<file path="src/rtl/aes_pkg.sv">
`default_nettype none
// ============================================================================
// Module      : aes_pkg
// Description : Shared AES helpers: GF(2^8) doubling/tripling and byte
//               indexing for the FIPS-197 column-major 128-bit state.
// Revision    : 1.0 - initial release
// ============================================================================
package aes_pkg;

  // Reduction constant for multiplication by x in GF(2^8)
  localparam logic [7:0] c_GF_POLY = 8'h1b;

  function automatic logic [7:0] xtime(input logic [7:0] x);
    return {x[6:0], 1'b0} ^ (x[7] ? c_GF_POLY : 8'h00);
  endfunction

  function automatic logic [7:0] gf_mul3(input logic [7:0] x);
    return xtime(x) ^ x;
  endfunction

  // Byte number of (row, col) in column-major order
  function automatic int byte_idx(input int row, input int col);
    return 4 * col + row;
  endfunction

  // MSB position of byte b inside the 128-bit state
  function automatic int byte_msb(input int b);
    return 127 - 8 * b;
  endfunction

endpackage
`default_nettype wire

</file>
<file path="src/rtl/add_round_key.sv">
`default_nettype none
// ============================================================================
// Module      : add_round_key
// Description : Registered AddRoundKey stage. An active byte load drops the
//               data presented that cycle rather than stalling it.
// Revision    : 1.0 - initial release
// ============================================================================
module add_round_key
  import aes_pkg::*;
(
  input  logic         clk,
  input  logic         rst,
  input  logic         enable,
  input  logic         load,
  input  logic [127:0] in,
  input  logic [127:0] key,
  output logic [127:0] out,
  output logic         done
);

  logic [127:0] r_out;
  logic         r_done;

  // Stage register: key XOR when enabled and no load in progress
  always_ff @(posedge clk) begin
    if (rst) begin
      r_out  <= '0;
      r_done <= 1'b0;
    end else if (enable && !load) begin
      r_out  <= in ^ key;
      r_done <= 1'b1;
    end else begin
      r_done <= 1'b0;
    end
  end

  assign out  = r_out;
  assign done = r_done;

endmodule
`default_nettype wire

</file>
<file path="src/rtl/mix_columns.sv">
`default_nettype none
// ============================================================================
// Module      : mix_columns
// Description : Registered MixColumns stage with a final-round bypass that
//               still spends one cycle so pipeline latency is constant.
// Revision    : 1.0 - initial release
// ============================================================================
module mix_columns
  import aes_pkg::*;
(
  input  logic         clk,
  input  logic         rst,
  input  logic         enable,
  input  logic         bypass,
  input  logic [127:0] in,
  output logic [127:0] out,
  output logic         done
);

  logic [127:0] w_mixed;
  logic [127:0] r_out;
  logic         r_done;

  // Each column is an independent 4-byte matrix multiply over GF(2^8)
  for (genvar c = 0; c < 4; c++) begin : g_col
    logic [7:0] w_a0, w_a1, w_a2, w_a3;
    assign w_a0 = in[byte_msb(byte_idx(0, c)) -: 8];
    assign w_a1 = in[byte_msb(byte_idx(1, c)) -: 8];
    assign w_a2 = in[byte_msb(byte_idx(2, c)) -: 8];
    assign w_a3 = in[byte_msb(byte_idx(3, c)) -: 8];
    assign w_mixed[byte_msb(byte_idx(0, c)) -: 8] =
      xtime(w_a0) ^ gf_mul3(w_a1) ^ w_a2 ^ w_a3;
    assign w_mixed[byte_msb(byte_idx(1, c)) -: 8] =
      w_a0 ^ xtime(w_a1) ^ gf_mul3(w_a2) ^ w_a3;
    assign w_mixed[byte_msb(byte_idx(2, c)) -: 8] =
      w_a0 ^ w_a1 ^ xtime(w_a2) ^ gf_mul3(w_a3);
    assign w_mixed[byte_msb(byte_idx(3, c)) -: 8] =
      gf_mul3(w_a0) ^ w_a1 ^ w_a2 ^ xtime(w_a3);
  end

  // Stage register: mixed or bypassed data on enable, hold otherwise
  always_ff @(posedge clk) begin
    if (rst) begin
      r_out  <= '0;
      r_done <= 1'b0;
    end else if (enable) begin
      r_out  <= bypass ? in : w_mixed;
      r_done <= 1'b1;
    end else begin
      r_done <= 1'b0;
    end
  end

  assign out  = r_out;
  assign done = r_done;

endmodule
`default_nettype wire

</file>
<file path="src/rtl/shift_rows.sv">
`default_nettype none
// ============================================================================
// Module      : shift_rows
// Description : Registered ShiftRows stage; row r rotated left by r bytes.
// Revision    : 1.0 - initial release
// ============================================================================
module shift_rows
  import aes_pkg::*;
(
  input  logic         clk,
  input  logic         rst,
  input  logic         enable,
  input  logic [127:0] in,
  output logic [127:0] out,
  output logic         done
);

  logic [127:0] w_shifted;
  logic [127:0] r_out;
  logic         r_done;

  // Output byte (r,c) takes input byte (r,(c+r) mod 4); pure wiring
  for (genvar c = 0; c < 4; c++) begin : g_col
    for (genvar r = 0; r < 4; r++) begin : g_row
      localparam int c_DST = byte_msb(byte_idx(r, c));
      localparam int c_SRC = byte_msb(byte_idx(r, (c + r) % 4));
      assign w_shifted[c_DST -: 8] = in[c_SRC -: 8];
    end
  end

  // Stage register: capture on enable, otherwise hold data and drop done
  always_ff @(posedge clk) begin
    if (rst) begin
      r_out  <= '0;
      r_done <= 1'b0;
    end else if (enable) begin
      r_out  <= w_shifted;
      r_done <= 1'b1;
    end else begin
      r_done <= 1'b0;
    end
  end

  assign out  = r_out;
  assign done = r_done;

endmodule
`default_nettype wire

</file>
<file path="src/rtl/aes_round_ops.sv">
`default_nettype none
// ============================================================================
// Module      : aes_round_ops
// Description : AES-128 linear round datapath: ShiftRows -> MixColumns ->
//               AddRoundKey, one registered stage each, 3-cycle latency.
//               final_round is consumed one cycle and round_key/load two
//               cycles after state_in, matching the stage they feed.
// Revision    : 1.0 - initial release
// ============================================================================
module aes_round_ops
  import aes_pkg::*;
(
  input  logic         clk,
  input  logic         rst,
  input  logic [127:0] state_in,
  input  logic [127:0] round_key,
  input  logic         enable,
  input  logic         load,
  input  logic         final_round,
  output logic [127:0] state_out,
  output logic         done
);

  logic [127:0] w_sr_out;
  logic         w_sr_done;
  logic [127:0] w_mc_out;
  logic         w_mc_done;

  shift_rows u_shift_rows (
    .clk    (clk),
    .rst    (rst),
    .enable (enable),
    .in     (state_in),
    .out    (w_sr_out),
    .done   (w_sr_done)
  );

  mix_columns u_mix_columns (
    .clk    (clk),
    .rst    (rst),
    .enable (w_sr_done),
    .bypass (final_round),
    .in     (w_sr_out),
    .out    (w_mc_out),
    .done   (w_mc_done)
  );

  add_round_key u_add_round_key (
    .clk    (clk),
    .rst    (rst),
    .enable (w_mc_done),
    .load   (load),
    .in     (w_mc_out),
    .key    (round_key),
    .out    (state_out),
    .done   (done)
  );

endmodule
`default_nettype wire

</file>
<file path="config.mk">
export PLATFORM = sky130hd
export DESIGN_NAME = aes_round_ops
export DESIGN_NICKNAME = d
export VERILOG_FILES = /design/src/rtl/aes_pkg.sv /design/src/rtl/add_round_key.sv /design/src/rtl/mix_columns.sv /design/src/rtl/shift_rows.sv /design/src/rtl/aes_round_ops.sv
export SDC_FILE = /design/constraint.sdc
export NUM_CORES = 1
export LEC_CHECK = 0
export BUFFER_PORTS_ARGS = -buffer_cell sky130_fd_sc_hd__buf_2
export CELL_PAD_IN_SITES_DETAIL_PLACEMENT = 0
export CELL_PAD_IN_SITES_GLOBAL_PLACEMENT = 1
export CORE_ASPECT_RATIO = 2
export CORE_UTILIZATION = 49
export CTS_BUF_LIST = sky130_fd_sc_hd__clkbuf_4 sky130_fd_sc_hd__clkbuf_8
export DETAILED_ROUTE_END_ITERATION = 16
export MAX_ROUTING_LAYER = met4
export PLACE_DENSITY_LB_ADDON = 0.1
export SLEW_MARGIN = 0
export SYNTH_ARGS = -nofsm -noshare
export SYNTH_HDL_FRONTEND = slang
export SYNTH_HIERARCHICAL = 1
export SYNTH_SLANG_ARGS = --single-unit
</file>
<file path="constraint.sdc">
create_clock -name clk -period 4.6 [get_ports clk]
set_input_delay 0.69 -clock clk [delete_from_list [all_inputs] [get_ports clk]]
set_output_delay 0.69 -clock clk [all_outputs]
set_load 0.005 [all_outputs]
</file>
After elaboration in Yosys (flattened, before gate mapping)
Index checks and enable logic that the tools add are counted.
{"block": "word_totals", "ff_bits": 387, "latch_bits": 0, "mem_bits_rw": 0, "rom_bits": 0, "input_bits": 261, "output_inout_bits": 129, "elab_cells": 109, "n_memories": 0}
{"block": "op_classes", "addsub": 0, "mul": 0, "div": 0, "order_cmp": 0, "eq_ne": 0, "shifts": 0, "mux": 20, "n_bitwise": 81, "n_reduce_logical": 2}
{"cell": "bitwise XOR 8 bit", "n": 80}
{"cell": "2-to-1 mux 128 bit", "n": 1}
{"cell": "bitwise XOR 128 bit", "n": 1}
{"cell": "2-to-1 mux 5 bit", "n": 16}
{"cell": "2-to-1 mux 1 bit", "n": 3}
{"cell": "logical AND 1 bit", "n": 1}
{"cell": "zero test 1 bit", "n": 1}

Longest topological paths before layout
{"block": "depth", "word_depth": 7, "ltp_mapped": 6, "ltp_nobuf": 3}

Cells and area by module
The synthesis kept the hierarchy.
{"mod": "mix_columns", "instances": 1, "cells_per_inst": 1044, "area_each_um2": 11234.5, "seq_area_each_um2": 2582.5}
{"mod": "add_round_key", "instances": 1, "cells_per_inst": 558, "area_each_um2": 5915.7, "seq_area_each_um2": 2582.5}
{"mod": "shift_rows", "instances": 1, "cells_per_inst": 415, "area_each_um2": 4667.0, "seq_area_each_um2": 2582.5}

Worst setup path after synthesis
Ideal clock, no wire load.
{"block": "synth_path", "kind": "in2reg", "start": "input rst", "end": "register u_mix_columns.r_out[0], in the netlist u_mix_columns/out[0]", "setup_ns": 0.120, "t_arrival_ns": 1.599, "t_required_ns": 4.480, "setup_slack_ns": 2.881, "cell_stages": 5, "path_buffers": 3, "path_cell_list": "clkbuf_1 -> clkbuf_1 -> clkbuf_1 -> nor2_1 -> o31a_1"}
{"item": "start, declared", "line": "aes_round_ops.sv:14", "rtl": "input logic rst,"}
{"item": "end signal, assigned", "line": "mix_columns.sv:47", "rtl": "r_out <= bypass ? in : w_mixed;"}
{"item": "end, declared", "line": "mix_columns.sv:21", "rtl": "logic [127:0] r_out;"}

Worst setup path after layout
{"block": "layout_path", "start": "input final_round", "end": "register u_mix_columns.r_out[118], in the netlist u_mix_columns/out[118]"}
{"block": "layout_between", "elab_chain_cells": 1}
{"item": "start, declared", "line": "aes_round_ops.sv:19", "rtl": "input logic final_round,"}
{"item": "2-to-1 mux 128 bit", "line": "mix_columns.sv:47"}
Every way passes these cells.
A chain may end at the register's enable or synchronous reset.

==> results by group <==
Pwr
  – Switching Fraction: 0.280
  – Seq pwr share: 0.446
  – Power per cell area: 350 nW/um2
  – Static leakage: 10.6 nW
  – Internal: 6.25 mW
  – VDD IR max: 0.241 mV
  – Total power: 8.68 mW
  – Clock power frac: 0.345
  – Net Sw Power: 2.43 mW
  – Power share of the combinational group: 0.209

GRT
  – GR Overflow Total: 0
  – Initial antenna violation count: 10
  – Pin count of the biggest net entering global routing: 131
  – First-pass GRT wire length: 93900 um
  – Total track usage: 0.282
  – Vias in the first global route: 16004

STA
  – Final setup vio count: 0
  – Fin crit share: 0.505
  – Final setup skew: 0.0203 ns
  – Hold slack: 0.316 ns
  – Final Hold Vio Count: 0
  – Relative slew slack: 0.184
  – Slew at the pin with the worst max-slew slack: 1.22 ns
  – Final Max Slew Viols: 0
  – RSZ-0062 raised after global routing: no
  – Final Critical Period: 2.32 ns
  – Setup TNS: 0 ns
  – Fmax: 430 MHz
  – Final worst slack: 2.28 ns

Hold path
  – Worst min path class: in -> reg

Clocking
  – Post-CTS Hold Buffers: 0
  – Clk pin slew, worst setup/hold paths: 0.07 ns
  – Setup bufs post-CTS: 0
  – Clock insertion delay at the later pin of the skew report: 0.61 ns
  – CTS tree: done
  – H-tree depth: 2
  – CTS resizes: 0
  – CTS root buffer: clkbuf_8
  – Num CTS Buffers: 56
  – Max clock buf depth: 3
  – Clock sinks: 387

Finish
  – Filler cells: 3946
  – Register area: 7750 um2
  – Synth-to-Final Area Change: 13.5%
  – Final std cells w/o fill: 2875
  – Post-layout util: 0.562
  – Most frequent cells in the layout: 386 x buf_2, 386 x dfxtp_1, 295 x nor2_1
  – Layout cell share with drive strength beyond 1: 0.279
  – Post-route cell area: 24800 um2
  – Nets: 2530
  – Multi-input logic area: 12900 um2

Yosys
  – Ranking of synthesized cells by area: dfxtp_1 36%, xnor3_1 13%, xnor2_1 7.8%
  – Predominant post-synthesis flop cell: dfxtp_1
  – Yosys top cell by area: dfxtp_1
  – Count of state elements after synthesis: 387
  – Asr flop ratio synth: 0
  – Yosys cell types: 43
  – Synth warn: 6
  – Syn_nets: 2278
  – Mean Syn Cell Area: 10.8 um2
  – Synth top area share: 0.355
  – Cells after Synth: 2017
  – Sequential share of the synthesized area: 0.355
  – Post-synth EDFFs: 0
  – Post-Syn Area: 21800 um2

Die
  – DIE HEIGHT: 300 um
  – Core Region: 44100 um2
  – Initial core utilization: 0.495
  – IO Pins: 390
  – Die X: 151 um
  – Row count: 109
  – Die ar.: 45400 um2

Detailed routing
  – Antenna viol nets, final: 0
  – TritonRoute pass-1 iters: 5
  – Via count: 15950
  – Final Routed Wirelength: 62500 um
  – DRC viols: 0
  – Drt first-iter violations: 743
  – WL per Instance: 21.7 um
  – Vias per cell: 5.55

Setup path
  – Worst Path Max Fanout: 74
  – CP arrival: 2.81 ns
  – CP Capture Type: flop
  – Setup Crit Path Kind: in -> reg
  – Crit path launch type: input port
  – Worst EP required: 5.09 ns

Placement
  – DP Area: 23500 um2
  – Place WS: 1.67 ns
  – I/O Buffers: 389
  – GP Congestion: 0.823
  – Detail Placement HPWL: 43800 um
  – Placed Instances: 2766

Flow run
  – Max-Cap Viols: 0

Outcome
  – Status: finished clean
==> per-layer routing <==
metal  share of wire  track usage
met4           0.043        0.124
met5               0            -
met2            0.53        0.504
met1            0.38        0.311
met3           0.045       0.0317
==> logic make-up after synthesis <==
kind of cell              synth area share
xor gates and xnor gates             0.284
AOI/OAI and AO/OA                    0.154
buffers and inverters               0.0548
muxes                               0.0587
and+or+nand+nor                     0.0933
DFF                                  0.355
==> power groups by stage <==
| stage | Sequential [mW] | Combinational (mW) | Clock [mW] |
|---|---|---|---|
| 2_1_floorplan | 3.75 | 1.53 | 0 |
| 3_3_place_gp | 3.94 | 1.77 | 0 |
| 3_5_place_dp | 3.94 | 1.82 | 0 |
| 4_1_cts | 3.87 | 1.82 | 3.09 |
| 5_1_grt | 3.89 | 1.96 | 3.22 |
| 6_report | 3.87 | 1.81 | 2.99 |
==> final timing paths <==
check	start	end	slack [ns]	cells past startpoint
worst max-delay path	final_round	u_mix_columns/out[118]	2.28	6
worst min-delay path	state_in[57]	u_shift_rows/out[57]	0.32	3
worst max register to register	u_shift_rows/done	u_mix_columns/out[118]	2.38	3
worst min register to register	u_add_round_key/out[17]	u_add_round_key/out[17]	0.50	2
==> sequential cells by signal (all words and copies together), names as in the netlist <==
name                  count
u_add_round_key/out     128
u_shift_rows/out        128
u_add_round_key/done      1
u_mix_columns/done        1
u_mix_columns/out       128
u_shift_rows/done         1
==> critical path, stage by stage <==
cell,delay (ns)
buf_4,0.33
buf_4,0.52
buf_4,0.67
nor2b_1,0.30
a31oi_1,0.11
o21ai_0,0.13
==> final cells by class <==
type,count,share of cell area
clock inverter,6,0.00222
inverter,2,0.000303
sequential,387,0.313
clock buffer,90,0.0467
tap,555,0.0280
multi-input combinational,1413,0.520
antenna,13,0.00131
timing repair buffer,409,0.0884
==> synth_stat cells, types with 48 or more instances <==
library cell	count
dfxtp_1	387
o22ai_1	48
a211oi_2	113
nand2_1	53
xnor3_1	128
xnor2_1	194
nor2_1	295
mux2i_1	128
a21oi_1	60
buf_2	50
a211oi_1	63
clkbuf_1	105
Note: power is estimated with default switching activity, not from simulation.
